<file path="src/rtl/rv32_pkg.sv">
`default_nettype none
// ============================================================================
//  Module      : rv32_pkg
//  Description : Shared sizing constants and types for the RV32I register
//                file and its pending-load scoreboard.
//  Revision    : 1.0 - initial release
// ============================================================================
package rv32_pkg;

    localparam int XLEN   = 32;
    localparam int NREG   = 32;
    localparam int REG_AW = 5;
    localparam int CNTW   = 2;

    typedef logic [REG_AW-1:0] reg_addr_t;
    typedef logic [XLEN-1:0]   xword_t;

    localparam reg_addr_t REG_ZERO = 5'd0;

endpackage
`default_nettype wire

</file>
<file path="src/rtl/regs_scoreboard.sv">
`default_nettype none
// ============================================================================
//  Module      : regs_scoreboard
//  Description : Per-register pending-load counters. Decode registers each
//                issued load, writeback retires it, and a load-use stall is
//                raised while a used source still awaits load data.
//  Ports       : clk, rst             - clock, synchronous active-high reset
//                rd_addr_i/rd_wen_i/mem_re_i - writeback retire port
//                rsN_addr_i/rsN_used_i       - decode source operands
//                issue_*_i, flush_i          - decode issue port
//                load_use_stall_o            - combinational stall
//                sb_err_o                    - sticky over/underflow flag
//  Revision    : 1.0 - initial release
// ============================================================================
module regs_scoreboard
    import rv32_pkg::reg_addr_t, rv32_pkg::REG_ZERO;
#(
    parameter int NREG = rv32_pkg::NREG,
    parameter int CNTW = rv32_pkg::CNTW
) (
    input  logic      clk,
    input  logic      rst,
    input  reg_addr_t rd_addr_i,
    input  logic      rd_wen_i,
    input  logic      mem_re_i,
    input  reg_addr_t rs1_addr_i,
    input  reg_addr_t rs2_addr_i,
    input  logic      rs1_used_i,
    input  logic      rs2_used_i,
    input  logic      issue_valid_i,
    input  logic      issue_load_i,
    input  reg_addr_t issue_rd_i,
    input  logic      flush_i,
    output logic      load_use_stall_o,
    output logic      sb_err_o
);

    localparam logic [CNTW-1:0] c_cnt_zero = '0;
    localparam logic [CNTW-1:0] c_cnt_one  = {{(CNTW-1){1'b0}}, 1'b1};
    localparam logic [CNTW-1:0] c_cnt_max  = '1;

    logic [CNTW-1:0] r_cnt     [NREG];
    logic [CNTW-1:0] w_cnt_nxt [NREG];
    logic [NREG-1:0] w_err_vec;
    logic            r_err;

    logic            w_issue_fire;
    logic            w_retire;
    logic            w_rs1_pending;
    logic            w_rs2_pending;

    // The stall gates the issue, so a held issue_valid_i never double-counts.
    assign w_issue_fire = issue_valid_i & ~flush_i & ~load_use_stall_o &
                          issue_load_i & (issue_rd_i != REG_ZERO);
    assign w_retire     = rd_wen_i & mem_re_i & (rd_addr_i != REG_ZERO);

    // A source is still pending unless this cycle's retire drains its last
    // count; in that case the read is served by the writeback bypass.
    assign w_rs1_pending = (r_cnt[rs1_addr_i] != c_cnt_zero) &&
                           !(w_retire && (rd_addr_i == rs1_addr_i) &&
                             (r_cnt[rs1_addr_i] == c_cnt_one));
    assign w_rs2_pending = (r_cnt[rs2_addr_i] != c_cnt_zero) &&
                           !(w_retire && (rd_addr_i == rs2_addr_i) &&
                             (r_cnt[rs2_addr_i] == c_cnt_one));

    assign load_use_stall_o = (rs1_used_i && (rs1_addr_i != REG_ZERO) && w_rs1_pending) ||
                              (rs2_used_i && (rs2_addr_i != REG_ZERO) && w_rs2_pending);

    // Both fire and retire are gated on a nonzero address, so entry 0
    // never leaves its reset value of zero.
    always_comb begin
        for (int r = 0; r < NREG; r++) begin
            w_cnt_nxt[r] = r_cnt[r];
            w_err_vec[r] = 1'b0;
            if (w_issue_fire && (issue_rd_i == reg_addr_t'(r)) &&
                !(w_retire && (rd_addr_i == reg_addr_t'(r)))) begin
                if (r_cnt[r] == c_cnt_max) begin
                    w_err_vec[r] = 1'b1;
                end else begin
                    w_cnt_nxt[r] = r_cnt[r] + c_cnt_one;
                end
            end else if (w_retire && (rd_addr_i == reg_addr_t'(r)) &&
                         !(w_issue_fire && (issue_rd_i == reg_addr_t'(r)))) begin
                if (r_cnt[r] == c_cnt_zero) begin
                    w_err_vec[r] = 1'b1;
                end else begin
                    w_cnt_nxt[r] = r_cnt[r] - c_cnt_one;
                end
            end
        end
    end

    always_ff @(posedge clk) begin
        if (rst) begin
            for (int r = 0; r < NREG; r++) begin
                r_cnt[r] <= c_cnt_zero;
            end
            r_err <= 1'b0;
        end else begin
            r_cnt <= w_cnt_nxt;
            r_err <= r_err | (|w_err_vec);
        end
    end

    assign sb_err_o = r_err;

endmodule
`default_nettype wire

</file>
<file path="src/rtl/regs.sv">
`default_nettype none
// ============================================================================
//  Module      : regs
//  Description : RV32I architectural register file x0-x31 with two
//                combinational read ports, same-cycle writeback bypass and
//                a pending-load scoreboard producing the load-use stall.
//  Ports       : clk, rst                    - clock, sync active-high reset
//                rd_addr_i/rd_data_i/rd_wen_i - writeback write port
//                mem_re_i                     - writeback is a load retire
//                rsN_addr_i/rsN_used_i        - decode read ports
//                rsN_data_o                   - read data
//                issue_valid_i/issue_load_i/issue_rd_i/flush_i - issue port
//                load_use_stall_o, sb_err_o   - hazard and error flags
//  Revision    : 1.0 - initial release
// ============================================================================
module regs
    import rv32_pkg::reg_addr_t, rv32_pkg::REG_ZERO;
#(
    parameter int NREG = rv32_pkg::NREG,
    parameter int XLEN = rv32_pkg::XLEN,
    parameter int CNTW = rv32_pkg::CNTW
) (
    input  logic            clk,
    input  logic            rst,
    input  reg_addr_t       rd_addr_i,
    input  logic [XLEN-1:0] rd_data_i,
    input  logic            rd_wen_i,
    input  logic            mem_re_i,
    input  reg_addr_t       rs1_addr_i,
    input  reg_addr_t       rs2_addr_i,
    input  logic            rs1_used_i,
    input  logic            rs2_used_i,
    output logic [XLEN-1:0] rs1_data_o,
    output logic [XLEN-1:0] rs2_data_o,
    input  logic            issue_valid_i,
    input  logic            issue_load_i,
    input  reg_addr_t       issue_rd_i,
    input  logic            flush_i,
    output logic            load_use_stall_o,
    output logic            sb_err_o
);

    logic [XLEN-1:0] r_regs [NREG];
    logic            w_wr_en;

    assign w_wr_en = rd_wen_i && (rd_addr_i != REG_ZERO);

    // Entry 0 is only ever reset; reads of x0 are forced to zero below.
    always_ff @(posedge clk) begin
        if (rst) begin
            for (int r = 0; r < NREG; r++) begin
                r_regs[r] <= '0;
            end
        end else if (w_wr_en) begin
            r_regs[rd_addr_i] <= rd_data_i;
        end
    end

    always_comb begin
        rs1_data_o = r_regs[rs1_addr_i];
        if (rs1_addr_i == REG_ZERO) begin
            rs1_data_o = '0;
        end else if (w_wr_en && (rd_addr_i == rs1_addr_i)) begin
            rs1_data_o = rd_data_i;
        end
    end

    always_comb begin
        rs2_data_o = r_regs[rs2_addr_i];
        if (rs2_addr_i == REG_ZERO) begin
            rs2_data_o = '0;
        end else if (w_wr_en && (rd_addr_i == rs2_addr_i)) begin
            rs2_data_o = rd_data_i;
        end
    end

    regs_scoreboard #(
        .NREG (NREG),
        .CNTW (CNTW)
    ) u_scoreboard (
        .clk              (clk),
        .rst              (rst),
        .rd_addr_i        (rd_addr_i),
        .rd_wen_i         (rd_wen_i),
        .mem_re_i         (mem_re_i),
        .rs1_addr_i       (rs1_addr_i),
        .rs2_addr_i       (rs2_addr_i),
        .rs1_used_i       (rs1_used_i),
        .rs2_used_i       (rs2_used_i),
        .issue_valid_i    (issue_valid_i),
        .issue_load_i     (issue_load_i),
        .issue_rd_i       (issue_rd_i),
        .flush_i          (flush_i),
        .load_use_stall_o (load_use_stall_o),
        .sb_err_o         (sb_err_o)
    );

endmodule
`default_nettype wire

</file>
<file path="config.mk">
export PLATFORM = sky130hd
export DESIGN_NAME = regs
export DESIGN_NICKNAME = d
export VERILOG_FILES = /design/src/rtl/rv32_pkg.sv /design/src/rtl/regs_scoreboard.sv /design/src/rtl/regs.sv
export SDC_FILE = /design/constraint.sdc
export NUM_CORES = 2
export LEC_CHECK = 0
export ABC_AREA = 1
export CORE_ASPECT_RATIO = 0.8
export CORE_UTILIZATION = 39
export DETAILED_ROUTE_END_ITERATION = 8
export HOLD_SLACK_MARGIN = 0.15
export PLACE_DENSITY_LB_ADDON = 0.15
export SETUP_SLACK_MARGIN = 0.4
export SYNTH_ARGS = -nofsm -noshare
export SYNTH_HDL_FRONTEND = slang
export SYNTH_SLANG_ARGS = --single-unit
</file>
<file path="constraint.sdc">
create_clock -name clk -period 4.6 [get_ports clk]
set_input_delay 1.15 -clock clk [delete_from_list [all_inputs] [get_ports clk]]
set_output_delay 1.15 -clock clk [all_outputs]
set_load 0.01 [all_outputs]
</file>
==> reports/qor.csv <==
metric,value,unit
top cell type's share of synthesized area,51.7,%
"FF+latch count, synth",1089,
"Clk Latency, worst-skew pair",0.80,ns
main flop type after synthesis,edfxtp_1,
RSZ-0062 raised after global routing,yes,
core area,151000,sq um
status,finished clean,
std cell rows,127,
Vias/cell,6.48,
"Reg clk slew, reported paths",0.06,ns
global-route wire length before repair,417000,um
Critical Path RT,3.45,ns
Area after DPL,68100,sq um
final instance area,79300,sq um
Post-Synthesis Cells,6929,
pwr dens,337,nW/um^2
Switching Power,0.00788,W
routed len/inst,32.0,um
post-synthesis sequential area ratio,53.9,%
io pins,127,
"count leader, synth",nor2_1,
DIE AREA,154000,sq um
Pleak,29.9,nW
pre-CTS WS,-1.01,ns
DRC viols,0,
Syn Area/Cell,8.58,sq um
maximum vdd drop,304,uV
Hold Crit Class,flip-flop to flip-flop,
endpoint class of the critical path,output port,
max_cap viols,0,
Syn. warnings,0,
Slew HR,16.6,%
1st-iter DRT viols,10300,
synth unique cells,48,
switching share of power,29.5,%
root buffer cell,clkbuf_16,
Inserted Clock Buffers,117,
Vias,62100,
Fmax,0.227,GHz
Synth-to-Final Area Change,33.4,%
I/O Buffers,126,
final hold vios,0,
crit path time final,4.41,ns
vias in the first global route,56100,
Antenna Nets Post-Route,0,
Initial Utilization,39.5,%
Netlist Area Pre-Place,59500,sq um
Final Cycle Share,95.9,%
clk buf depth,3,
Seq pwr share,43.6,%
"Core Util, Final",52.6,%
GPL Wtd Cong,0.954,
crit path from,rs1_addr_i[0],
Layout Skew,0.0436,ns
setup ws final,0.189,ns
Hold WS,0.463,ns
"top cells by count, synth","nor2_1, edfxtp_1, nand2_1",
Logic pwr share,18.7,%
CTS H-tree depth,3,
P_int,0.0188,W
global route total overflow,0,
Clock Power Share,37.7,%
Pre-antenna DRT Iters,7,
drt total wl,307000,um
GRT Total Usage,37.7,%
Slew @ Worst Pin,1.25,ns
DP HPWL,183000,um
CP max FO,13,
largest net degree at the start of global routing,56,
"Setup violations, final",0,
FILL cells,13500,
WS Path Type,primary input to output port,
Nets,7543,
clk sinks,1089,
fraction of layout cells with a size suffix above 1,24.1,%
synth top area cells,"edfxtp_1, nor2_1, o21ai_0",
Die Ht,351,um
biggest area consumer among synthesized cells,edfxtp_1,
critical path arrival,3.26,ns
fraction of registers with async set/reset,0,%
"Slew Viols, Final",0,
initial antenna violation count,8,
die width,439,um
worst hold start,u_scoreboard.r_cnt[63]$_SDFFE_PP0P_,
worst r2r src,u_scoreboard.r_cnt[16]$_SDFFE_PP0P_,
Worst setup SP type,primary input,
number of flops mapped to enable cells by yosys,1024,
CTS tree,yes,
cells by family after synthesis:
| family | share of synthesized area (%) |
|---|---|
| compound gates | 19.9 |
| xor+xnor | 0.118 |
| simple gates | 19.7 |
| other cells | 0.00631 |
| flops | 53.9 |
| buf+inv | 6.35 |
flip-flops by register name (all words and copies together) (netlist names):
name	count
r_regs	1024
u_scoreboard.r_cnt	64
u_scoreboard.sb_err_o	1
area by class of cell:
class / count / area [sq um] / area share [%]
multi-input combinational: 4913 / 27000 / 34.1
timing repair buffer: 1066 / 12500 / 15.8
timing repair inverter: 1 / 16.3 / 0.0205
tap: 1999 / 2500 / 3.15
clock buffer: 142 / 3070 / 3.88
inverter: 294 / 1250 / 1.57
antenna: 3 / 7.51 / 0.00947
sequential: 1089 / 32100 / 40.4
clock inverter: 77 / 870 / 1.10
power by group through the flow:
stage               registers, W  clock network [W]  logic (W)
floorplan                 0.0117                  0    0.00183
global placement          0.0118                  0    0.00393
detailed placement        0.0118                  0    0.00394
CTS                       0.0116             0.0100    0.00440
global route              0.0117             0.0104    0.00512
finish                    0.0117             0.0101    0.00499
what timing repair did:
action	in CTS	in global routing
pin swaps	112	210
gates cloned	34	28
hold buffers	0	0
gates resized for setup	760	522
setup buffers	70	87
endpoints found under the setup margin	65	65
final timing paths:
check	slack, ns	depth (start not counted)	end
setup / recovery	0.19	14	rs1_data_o[29]
hold / removal	0.46	2	u_scoreboard.r_cnt[63]$_SDFFE_PP0P_
hold reg to reg	0.46	2	u_scoreboard.r_cnt[63]$_SDFFE_PP0P_
setup reg to reg	1.61	21	u_scoreboard.sb_err_o$_SDFF_PP0_
cell usage in the layout, fill, tap and decap left out, drive strengths merged, types with 5 or more instances in the layout:
cell type	count
a211oi	43
a21oi	438
a221oi	5
a311oi	6
a31o	28
a31oi	71
buf	971
bufbuf	7
bufinv	16
clkbuf	184
clkdlybuf4s50	44
clkinv	51
clkinvlp	10
conb	32
dfxtp	65
edfxtp	1024
inv	295
nand2	771
nand3	294
nand4	59
nor2	1761
nor3	25
o2111ai	12
o211ai	59
o21ai	772
o221a	37
o221ai	255
o22ai	173
o311ai	17
o31ai	34
or2	8
xor2	5
metrics by stage:
step / total power (W) / TNS [ns] / instances
floorplan: 0.0136 / 0 / 6960
global placement: 0.0157 / -24.76 / 9142
detailed placement: 0.0157 / -22.56 / 9143
CTS: 0.0261 / 0 / 9466
global route: 0.0272 / 0 / 9581
finish: 0.0267 / 0 / 9584
per-layer routing:
metal / up-vias / global-route usage (%) / wire length, um
li1: 25700 / - / -
met4: 10 / 19.5 / 19200
met3: 1103 / 12.5 / 47400
met2: 5415 / 54.1 / 126000
met1: 29900 / 50.4 / 114000
met5: - / 0 / 215
critical path: stages:
cell	delay, ns
buf_12	0.12
buf_12	0.16
clkinv_16	0.09
buf_16	0.18
buf_16	0.15
buf_12	0.16
nor2_1	0.07
o21ai_1	0.28
a21oi_1	0.11
a211oi_1	0.28
buf_4	0.18
o311ai_4	0.09
inv_1	0.09
buf_6	0.10
No activity file was read; power rests on OpenSTA's default activity.
